### config.mk
export PLATFORM = sky130hd
export DESIGN_NAME = uart_mult_link_flat
export DESIGN_NICKNAME = d
export VERILOG_FILES = /design/src/rtl/uart_mult_link_if.sv /design/src/rtl/uart_mult_link.sv /design/src/flat_wrapper.sv
export SDC_FILE = /design/constraint.sdc
export NUM_CORES = 1
export LEC_CHECK = 0
export BUFFER_PORTS_ARGS = -buffer_cell sky130_fd_sc_hd__clkbuf_2
export CAP_MARGIN = 0
export CORE_ASPECT_RATIO = 1.5
export CORE_MARGIN = 10
export CORE_UTILIZATION = 52
export CTS_BUF_LIST = sky130_fd_sc_hd__clkbuf_8
export CTS_CLUSTER_DIAMETER = 150
export DETAILED_ROUTE_END_ITERATION = 10
export GPL_TIMING_DRIVEN = 0
export PLACE_DENSITY = 0.76
export REMOVE_ABC_BUFFERS = 1
export SYNTH_ARGS = -nofsm -noshare
export SYNTH_HDL_FRONTEND = slang
export SYNTH_SLANG_ARGS = --single-unit
### constraint.sdc
create_clock -name clk_int -period 3 [get_ports clk_int]
set_input_delay 0 -clock clk_int [delete_from_list [all_inputs] [get_ports clk_int]]
set_output_delay 0 -clock clk_int [all_outputs]
set_load 0.05 [all_outputs]
### src/rtl/uart_mult_link_if.sv
// Signal bundle between the UART byte pair, the multiplier core and the
// link engine. The engine takes the master modport.
interface uart_mult_link_if #(
  parameter int OPERAND_BYTES = 2
);
  localparam int W = 8 * OPERAND_BYTES;

  // Handshakes: rx_valid, tx_start, mult_start and mult_done are single-cycle
  // strobes sampled on the rising clock edge. There is no ready on the
  // receive side. tx_ready is a level: a byte is offered only while it is
  // high, and the transmitter acknowledges by dropping it, then raising it
  // again when the byte is done.
  logic [7:0]     rx_data;
  logic           rx_valid;
  logic           tx_ready;
  logic [7:0]     tx_data;
  logic           tx_start;
  logic [W-1:0]   mult_a;
  logic [W-1:0]   mult_b;
  logic           mult_start;
  logic           mult_done;
  logic [2*W-1:0] mult_result;
  logic           busy;
  logic           frame_error;
  logic           rx_overrun;

  modport master (
    input  rx_data, rx_valid, tx_ready, mult_done, mult_result,
    output tx_data, tx_start, mult_a, mult_b, mult_start, busy,
           frame_error, rx_overrun
  );

  modport slave (
    output rx_data, rx_valid, tx_ready, mult_done, mult_result,
    input  tx_data, tx_start, mult_a, mult_b, mult_start, busy,
           frame_error, rx_overrun
  );
endinterface

### src/rtl/uart_mult_link.sv
// Host-link engine: gathers two MSB-first operands from the UART byte stream,
// runs one multiply and returns the product MSB byte first.
module uart_mult_link #(
  parameter int          OPERAND_BYTES  = 2,
  parameter logic [23:0] TIMEOUT_CYCLES = 24'd1000000
) (
  input  logic                 clk_int,
  input  logic                 uart_reset,
  uart_mult_link_if.master     bus,
  output logic [2:0]           dbg_state
);
  localparam int W  = 8 * OPERAND_BYTES;
  localparam int NB = 2 * OPERAND_BYTES;
  localparam int CW = $clog2(NB + 1);
  localparam int IW = $clog2(NB);
  localparam logic [CW-1:0] OP_CNT   = CW'(OPERAND_BYTES);
  localparam logic [CW-1:0] LAST_CNT = CW'(NB - 1);
  localparam logic [IW-1:0] LAST_IDX = IW'(NB - 1);
  localparam logic [23:0]   TMO_LAST = TIMEOUT_CYCLES - 24'd1;

  typedef enum logic [2:0] {
    S_RX         = 3'd0,
    S_START      = 3'd1,
    S_WAIT_MULT  = 3'd2,
    S_TX_SEND    = 3'd3,
    S_TX_WAIT_LO = 3'd4,
    S_TX_WAIT_HI = 3'd5
  } state_t;

  state_t         state_q, state_d;
  logic [CW-1:0]  count_q;
  logic [IW-1:0]  idx_q;
  logic [23:0]    tcnt_q;
  logic [W-1:0]   a_q, b_q;
  logic [2*W-1:0] res_q;
  logic [7:0]     tx_data_q;
  logic           take_byte, timeout_hit, start_c, fire, overrun_c;

  always_ff @(posedge clk_int) begin
    if (uart_reset) state_q <= S_RX;
    else            state_q <= state_d;
  end

  always_comb begin
    state_d     = state_q;
    take_byte   = 1'b0;
    timeout_hit = 1'b0;
    start_c     = 1'b0;
    fire        = 1'b0;
    case (state_q)
      S_RX: begin
        // A byte arriving on the terminal timeout cycle beats the timeout.
        if (bus.rx_valid) begin
          take_byte = 1'b1;
          if (count_q == LAST_CNT) state_d = S_START;
        end else if (count_q != '0 && tcnt_q == TMO_LAST) begin
          timeout_hit = 1'b1;
        end
      end
      S_START: begin
        start_c = 1'b1;
        state_d = S_WAIT_MULT;
      end
      S_WAIT_MULT:  if (bus.mult_done) state_d = S_TX_SEND;
      S_TX_SEND: begin
        if (bus.tx_ready) begin
          fire    = 1'b1;
          state_d = S_TX_WAIT_LO;
        end
      end
      S_TX_WAIT_LO: if (!bus.tx_ready) state_d = S_TX_WAIT_HI;
      S_TX_WAIT_HI: begin
        if (bus.tx_ready) state_d = (idx_q == LAST_IDX) ? S_RX : S_TX_SEND;
      end
      default: state_d = S_RX;
    endcase
    overrun_c = bus.rx_valid && (state_q != S_RX);
  end

  always_ff @(posedge clk_int) begin
    if (uart_reset) begin
      count_q   <= '0;
      idx_q     <= '0;
      tcnt_q    <= '0;
      a_q       <= '0;
      b_q       <= '0;
      res_q     <= '0;
      tx_data_q <= '0;
    end else begin
      if (take_byte) begin
        if (count_q < OP_CNT) a_q <= (a_q << 8) | W'(bus.rx_data);
        else                  b_q <= (b_q << 8) | W'(bus.rx_data);
        count_q <= count_q + 1'b1;
        tcnt_q  <= '0;
      end else if (timeout_hit) begin
        count_q <= '0;
        tcnt_q  <= '0;
        a_q     <= '0;
        b_q     <= '0;
      end else if (state_q == S_RX && count_q != '0) begin
        tcnt_q <= tcnt_q + 24'd1;
      end

      if (state_q == S_WAIT_MULT && bus.mult_done) begin
        res_q <= bus.mult_result;
        idx_q <= '0;
      end

      if (fire) tx_data_q <= res_q[2*W-1 -: 8];

      // The product is shifted up so the byte on offer is always the top one.
      if (state_q == S_TX_WAIT_HI && bus.tx_ready) begin
        if (idx_q == LAST_IDX) begin
          count_q <= '0;
        end else begin
          idx_q <= idx_q + 1'b1;
          res_q <= res_q << 8;
        end
      end
    end
  end

  assign bus.tx_start    = fire;
  assign bus.tx_data     = fire ? res_q[2*W-1 -: 8] : tx_data_q;
  assign bus.mult_a      = a_q;
  assign bus.mult_b      = b_q;
  assign bus.mult_start  = start_c;
  assign bus.busy        = !(state_q == S_RX && count_q == '0);
  assign bus.frame_error = timeout_hit;
  assign bus.rx_overrun  = overrun_c;
  assign dbg_state       = state_q;
endmodule

### src/flat_wrapper.sv
// flat-port wrapper written by rule: the top's interface ports become plain ports
module uart_mult_link_flat 
#(
  parameter int          OPERAND_BYTES  = 2,
  parameter logic [23:0] TIMEOUT_CYCLES = 24'd1000000
)
  (clk_int, uart_reset, dbg_state, bus_rx_data, bus_rx_valid, bus_tx_ready, bus_mult_done, bus_mult_result, bus_tx_data, bus_tx_start, bus_mult_a, bus_mult_b, bus_mult_start, bus_busy, bus_frame_error, bus_rx_overrun);
  uart_mult_link_if #(.OPERAND_BYTES(OPERAND_BYTES)) bus_i ();
  input  logic clk_int;
  input  logic uart_reset;
  output logic [2:0] dbg_state;
  input wire logic [$bits(bus_i.rx_data)-1:0] bus_rx_data;
  input wire logic [$bits(bus_i.rx_valid)-1:0] bus_rx_valid;
  input wire logic [$bits(bus_i.tx_ready)-1:0] bus_tx_ready;
  input wire logic [$bits(bus_i.mult_done)-1:0] bus_mult_done;
  input wire logic [$bits(bus_i.mult_result)-1:0] bus_mult_result;
  output wire logic [$bits(bus_i.tx_data)-1:0] bus_tx_data;
  output wire logic [$bits(bus_i.tx_start)-1:0] bus_tx_start;
  output wire logic [$bits(bus_i.mult_a)-1:0] bus_mult_a;
  output wire logic [$bits(bus_i.mult_b)-1:0] bus_mult_b;
  output wire logic [$bits(bus_i.mult_start)-1:0] bus_mult_start;
  output wire logic [$bits(bus_i.busy)-1:0] bus_busy;
  output wire logic [$bits(bus_i.frame_error)-1:0] bus_frame_error;
  output wire logic [$bits(bus_i.rx_overrun)-1:0] bus_rx_overrun;
  assign bus_i.rx_data = bus_rx_data;
  assign bus_i.rx_valid = bus_rx_valid;
  assign bus_i.tx_ready = bus_tx_ready;
  assign bus_i.mult_done = bus_mult_done;
  assign bus_i.mult_result = bus_mult_result;
  assign bus_tx_data = bus_i.tx_data;
  assign bus_tx_start = bus_i.tx_start;
  assign bus_mult_a = bus_i.mult_a;
  assign bus_mult_b = bus_i.mult_b;
  assign bus_mult_start = bus_i.mult_start;
  assign bus_busy = bus_i.busy;
  assign bus_frame_error = bus_i.frame_error;
  assign bus_rx_overrun = bus_i.rx_overrun;
  uart_mult_link #(.OPERAND_BYTES(OPERAND_BYTES), .TIMEOUT_CYCLES(TIMEOUT_CYCLES)) u_core (.clk_int(clk_int), .uart_reset(uart_reset), .bus(bus_i), .dbg_state(dbg_state));
endmodule
==> results of run 1 <==
-- path summary, 6_finish.rpt --
| kind | to | from | slack, ns |
|---|---|---|---|
| min | u_core.dbg_state[1]$_SDFFE_PP0P_ | bus_tx_ready | 0.04 |
| max | u_core.bus.mult_b[3]$_SDFFE_PP0P_ | u_core.dbg_state[2]$_SDFFE_PP0P_ | 0.21 |
| max reg2reg | u_core.bus.mult_b[3]$_SDFFE_PP0P_ | u_core.dbg_state[2]$_SDFFE_PP0P_ | 0.21 |
| min reg2reg | u_core.res_q[7]$_SDFF_PP0_ | u_core.res_q[7]$_SDFF_PP0_ | 0.46 |
-- worst register-to-register path, delay by kind of cell, from the launching register on --
kind               cells  cell delay (ns)
DFF                    1             0.44
AOI/OAI and AO/OA      1             0.49
and+or+nand+nor        3             1.55
muxes                  1             0.24
-- what timing repair did --
item	in CTS	in global routing
endpoints found under the hold margin	48	3
gates resized for setup	2	1
endpoints found under the setup margin	29	24
pin swaps	0	0
hold buffers	40	1
-- synthesized netlist by cell type, types with 2 or more instances --
cell type  instances  area, µm²
buf_6              4       45.0
nand2_1          109        409
o22ai_1            2       12.5
nand4_1            3       18.8
nor3b_1            3       22.5
nor2_1            57        214
a21boi_0           2       15.0
mux2i_1            8       80.1
nand4b_1           9       78.8
nand2b_1          20        125
xnor2_1           13        114
nor3_1             7       35.0
ha_1               5       62.6
xor2_1            10       87.6
buf_2              5       25.0
nand3_1           28        140
a211o_1            8       70.1
or3_1              3       18.8
o21ai_0           14       70.1
o21ai_2            3       26.3
dfxtp_1          104       2080
inv_1              6       22.5
o211ai_1           9       67.6
a21oi_1           22        110
nor2b_1            9       56.3
clkbuf_1          27        101
and3_1             3       18.8
and2_1             5       31.3
a311oi_1          24        210
nand3b_1           8       60.1
buf_1              2       7.51
nor4_1            10       62.6
and4_1             4       35.0
and2_0             2       12.5
or3_4              2       22.5
-- kinds of logic after synthesis --
family / synth area share (%)
AND/OR/NAND/NOR: 30.3
flip-flops: 44.8
AO/OA/AOI/OAI: 13.1
buffers and inverters: 4.42
XOR/XNOR: 4.33
multiplexers: 1.72
adder cells (fa/ha/maj): 1.35
-- layer usage --
layer / part of all wire, % / track usage, %
met5: 0 / 0
met4: 1.6 / 7.40
met3: 4.6 / 4.34
met2: 53 / 29.7
met1: 41 / 19.1
-- state kept, by name, indices dropped and copies added (netlist names) --
signal / cells
u_core.idx_q: 2
u_core.res_q: 32
u_core.bus.mult_b: 16
u_core.tcnt_q: 24
u_core.bus.mult_a: 16
u_core.tx_data_q: 8
u_core.count_q: 3
u_core.dbg_state: 3
-- stage by stage --
step,hold WS [ns],TNS [ns],setup WS [ns]
5_1_grt,0.0291,0,0.0113
3_3_place_gp,0.223,-20.15,-0.560
4_1_cts,0.0182,0,0.114
3_5_place_dp,0.229,-5.74,-0.263
6_report,0.0352,0,0.211
2_1_floorplan,0.0691,0,0.00539
-- power by group --
group | internal, mW | switching [mW]
registers | 1.40 | 0.0215
logic | 0.113 | 0.188
clock network | 0.514 | 0.457
total | 2.03 | 0.667
-- area by class of cell --
type,count,share of cell area (%)
Clock buffer,11,2.62
Clock inverter,5,1.37
Inverter,7,0.455
Multi-Input combinational cell,411,41.2
Sequential cell,104,36.1
Tap cell,110,2.39
Timing Repair Buffer,136,15.9
==> flow_summary.json, run 1 <==
{
  "status": "finished clean",
  "powerDensity_nw_per_um2": 467,
  "slew_viol_final": 0,
  "crit_type": "flip-flop to flip-flop",
  "relSlewSlack_pct": 18.4,
  "critPathSlowestCell": "and2_1",
  "antenna_found_initial": 0,
  "synthCells": 560,
  "seq_area_frac_synth_pct": 44.8,
  "grt.total_usage_pct": 17.0,
  "io_buffers": 92,
  "ctsRootBufferMaster": "clkbuf_8",
  "drtIter0Drc": 278,
  "path_cells": "nor3_2 -> and2_1 -> o21ai_1 -> nand2_4 -> mux2i_1",
  "antenna_cells": 0,
  "synth_cell_types": 45,
  "finalHoldViolCount": 0,
  "stdcell_area_um2": 5770,
  "clk-insertion-delay-late_ns": 0.37,
  "endpoint_kind": "flip-flop",
  "ant_nets": 0,
  "viasPerCell": 5.41,
  "holdPathStages": 4,
  "gp_congestion": 0.818,
  "start_util_pct": 53.0,
  "wl_per_cell_um": 14.7,
  "finalNonFillerCells": 784,
  "numCtsBuffers": 9,
  "synth-edff-count": 0,
  "cts.htree.levels": 3,
  "ios": 93,
  "post-route-util_pct": 65.8,
  "postCtsSetupRepairBufs": 0,
  "final_common_cell": "nand2_1",
  "clk_pin_slew_worst_paths_ns": 0.10,
  "die_h_um": 136,
  "skew_ns": 0.0117,
  "totalWireLength_um": 11500,
  "tightest_slew_ns": 1.22,
  "cp_slowest_stage_delay_ns": 0.66,
  "async_flop_share_pct": 0,
  "drive_gt1_share_pct": 18.4,
  "period_share_pct": 93.0,
  "fp.dieArea_um2": 13200,
  "ys_warn_count": 0,
  "worst_hold_path_type": "input pin to flip-flop",
  "cts_sinks": 104,
  "fin_nets": 719,
  "avgSynthCellArea_um2": 8.30,
  "areaGrowthSynthToFinish_pct": 24.2,
  "ys_ff_latch": 104,
  "synth_ff_type": "dfxtp_1",
  "clock_path_buffers": 2,
  "multiInputGateArea_um2": 2380,
  "grt_remaining_overflow": 0,
  "final_cell_mix": "nand2_1, dfxtp_1, clkbuf_2",
  "core-area_um2": 8780,
  "grt_max_degree": 81,
  "vias": 4245,
  "worst-path-buf-inv": 0,
  "crit_arrival_ns": 3.07,
  "required_ns": 3.29,
  "drv_cap": 0,
  "crit_family": "simple AND/OR/NAND/NOR gates",
  "synth_area_um2": 4650,
  "peakVddDrop_mv": 0.447,
  "dr.pass1.iters": 4,
  "fill_cells": 700,
  "register_area_um2": 2080,
  "drcViolationCount": 0,
  "grt_pass1_wl_um": 19100,
  "place_inst": 726,
  "worst_setup_path_start_kind": "flip-flop",
  "path_depth": 5,
  "cp_max_fo": 21,
  "cts_tree": "done",
  "reg2regPathDepth": 5,
  "period_needed_ns": 2.79,
  "place_area_um2": 5100,
  "setup_viol": 0,
  "rows": 42,
  "rsz0062_at_grt": "no",
  "total_power_mw": 2.70,
  "dp_hpwl_um": 7540,
  "dieWidth_um": 97.2,
  "leakage_nw": 2.22,
  "fmax_mhz": 359,
  "grt_pass1_vias": 4086
}
Note: power is estimated with default switching activity, not from simulation.
==> run 2: changes to the inputs <==
--- a/config.mk
+++ b/config.mk
@@ -9,12 +9,12 @@
 export CAP_MARGIN = 0
 export CORE_ASPECT_RATIO = 1.5
 export CORE_MARGIN = 10
-export CORE_UTILIZATION = 52
+export CORE_UTILIZATION = 57
 export CTS_BUF_LIST = sky130_fd_sc_hd__clkbuf_8
 export CTS_CLUSTER_DIAMETER = 150
 export DETAILED_ROUTE_END_ITERATION = 10
 export GPL_TIMING_DRIVEN = 0
-export PLACE_DENSITY = 0.76
+export PLACE_DENSITY = 0.82
 export REMOVE_ABC_BUFFERS = 1
 export SYNTH_ARGS = -nofsm -noshare
 export SYNTH_HDL_FRONTEND = slang
==> run 2 against run 1 <==
  * Via count is 0.99% higher
  * Utilization is 5.4 points higher
  * Combinational power hardly changed
  * Sequential cell count stayed put
  * Worst hold slack worse by 0.017 ns
  * Clock skew is 0.0011 ns lower
  * Largest power group unchanged
  * First-iteration DRC count is 33% higher
  * Maximum frequency is 0.71% higher
  * Final cell count is 0.77% lower
==> flow_summary.json, run 2 (same netlist as run 1, synthesis figures left out) <==
{
  "status": "finished clean",
  "period_share_pct": 92.3,
  "crit_arrival_ns": 3.07,
  "powerDensity_nw_per_um2": 442,
  "areaGrowthSynthToFinish_pct": 22.6,
  "fin_nets": 718,
  "clk_pin_slew_worst_paths_ns": 0.10,
  "total_power_mw": 2.52,
  "clk-insertion-delay-late_ns": 0.37,
  "grt_max_degree": 81,
  "relSlewSlack_pct": 18.8,
  "totalWireLength_um": 11800,
  "finalNonFillerCells": 778,
  "critPathSlowestCell": "or3_1",
  "core-area_um2": 8010,
  "rows": 40,
  "cts_sinks": 104,
  "worst-path-buf-inv": 0,
  "clock_path_buffers": 2,
  "endpoint_kind": "flip-flop",
  "numCtsBuffers": 9,
  "worst_path_most_repeated_cell": "or3_4",
  "crit_type": "flip-flop to flip-flop",
  "largest_register_ffs": 32,
  "vias": 4287,
  "gp_congestion": 0.835,
  "dr.pass1.iters": 5,
  "place_inst": 721,
  "wl_per_cell_um": 15.1,
  "largest_register": "u_core.res_q",
  "postCtsSetupRepairBufs": 0,
  "grt_remaining_overflow": 0,
  "start_util_pct": 58.0,
  "ant_nets": 0,
  "drv_cap": 0,
  "fmax_mhz": 361,
  "cp_slowest_stage_delay_ns": 0.76,
  "grt_pass1_wl_um": 19400,
  "setup_viol": 0,
  "tightest_slew_ns": 1.21,
  "drtIter0Drc": 369,
  "drive_gt1_share_pct": 18.5,
  "worst_hold_path_type": "input pin to flip-flop",
  "worst_setup_path_start_kind": "flip-flop",
  "drcViolationCount": 0,
  "ctsRootBufferMaster": "clkbuf_8",
  "ios": 93,
  "slew_viol_final": 0,
  "grt.total_usage_pct": 19.2,
  "top_regs": "u_core.res_q x32, u_core.tcnt_q x24",
  "leakage_nw": 2.18,
  "fp.dieArea_um2": 12200,
  "fill_cells": 609,
  "dp_hpwl_um": 7670,
  "cts.htree.levels": 3,
  "period_needed_ns": 2.77,
  "cp_max_fo": 26,
  "skew_ns": 0.0106,
  "required_ns": 3.30,
  "io_buffers": 92,
  "crit_family": "simple AND/OR/NAND/NOR gates",
  "grt_pass1_vias": 4186,
  "antenna_found_initial": 1,
  "path_cells": "or3_4 -> or3_4 -> or3_1 -> nand2_4 -> mux2i_1",
  "final_common_cell": "nand2_1",
  "peakVddDrop_mv": 0.395,
  "viasPerCell": 5.51,
  "rsz0062_at_grt": "no",
  "finalHoldViolCount": 0,
  "dieWidth_um": 93.7,
  "cts_tree": "done",
  "final_cell_mix": "nand2_1, dfxtp_1, clkbuf_2",
  "die_h_um": 131
}
==> run 2: area by class of cell <==
class / count / area [µm²] / area share [%]
well taps: 105 / 131 / 2.31
repair buffers: 135 / 907 / 15.9
inverters: 7 / 26.3 / 0.461
flip-flops and latches: 104 / 2080 / 36.5
multi-input cells: 411 / 2380 / 41.7
clock buffers: 10 / 138 / 2.41
diodes: 1 / 2.50 / 0.0439
clock inverters: 5 / 33.8 / 0.593
==> run 2: worst paths after layout <==
check             cells after the start                                 to  slack [ns]                              from
setup reg to reg                      5  u_core.bus.mult_b[7]$_SDFFE_PP0P_        0.23  u_core.dbg_state[2]$_SDFFE_PP0P_
setup / recovery                      5  u_core.bus.mult_b[7]$_SDFFE_PP0P_        0.23  u_core.dbg_state[2]$_SDFFE_PP0P_
hold reg to reg                       2         u_core.res_q[7]$_SDFF_PP0_        0.46        u_core.res_q[7]$_SDFF_PP0_
hold / removal                        4   u_core.dbg_state[1]$_SDFFE_PP0P_        0.02                      bus_tx_ready
==> run 2: metrics by stage <==
stage	setup slack (ns)	setup TNS (ns)	area [µm²]	utilization [%]	hold slack, ns
finish	0.231	0	5700	71.2	0.0181
global route	0.0430	0	5700	71.2	0.0582
CTS	0.0935	0	5670	70.9	0.00606
detailed placement	-0.249	-6.45	5090	63.6	0.230
global placement	-0.542	-19.39	5060	63.2	0.222
floorplan	0.00539	0	4470	-	0.0691
==> run 2: report_power, final <==
part / switching, mW / internal (mW) / total, mW / leakage (nW)
Combinational: 0.191 / 0.112 / 0.304 / 1.26
Clock: 0.475 / 0.318 / 0.794 / 0.0841
Sequential: 0.0213 / 1.40 / 1.42 / 0.839
Total: 0.688 / 1.83 / 2.52 / 2.18
==> run 2: routing by layer <==
| metal | vias up | wire (µm) | GRT usage (%) |
|---|---|---|---|
| met2 | 98 | 6240 | 33.9 |
| met3 | 20 | 550 | 4.63 |
| li1 | 2160 | - | - |
| met5 | - | 0 | 0 |
| met4 | 0 | 263 | 8.25 |
| met1 | 2009 | 4710 | 21.4 |
==> run 2: repair_timing <==
action / in CTS / in global routing
hold endpoints to repair: 48 / 0
hold buffers: 40 / 0
setup endpoints to repair: 53 / 46
gates resized for setup: 2 / 2
==> run 2: worst reg2reg max path, stage by stage, from the launching register on <==
cell and delay (ns):
dfxtp_1 0.45, or3_4 0.45, or3_4 0.41, or3_1 0.76, nand2_4 0.40, mux2i_1 0.23
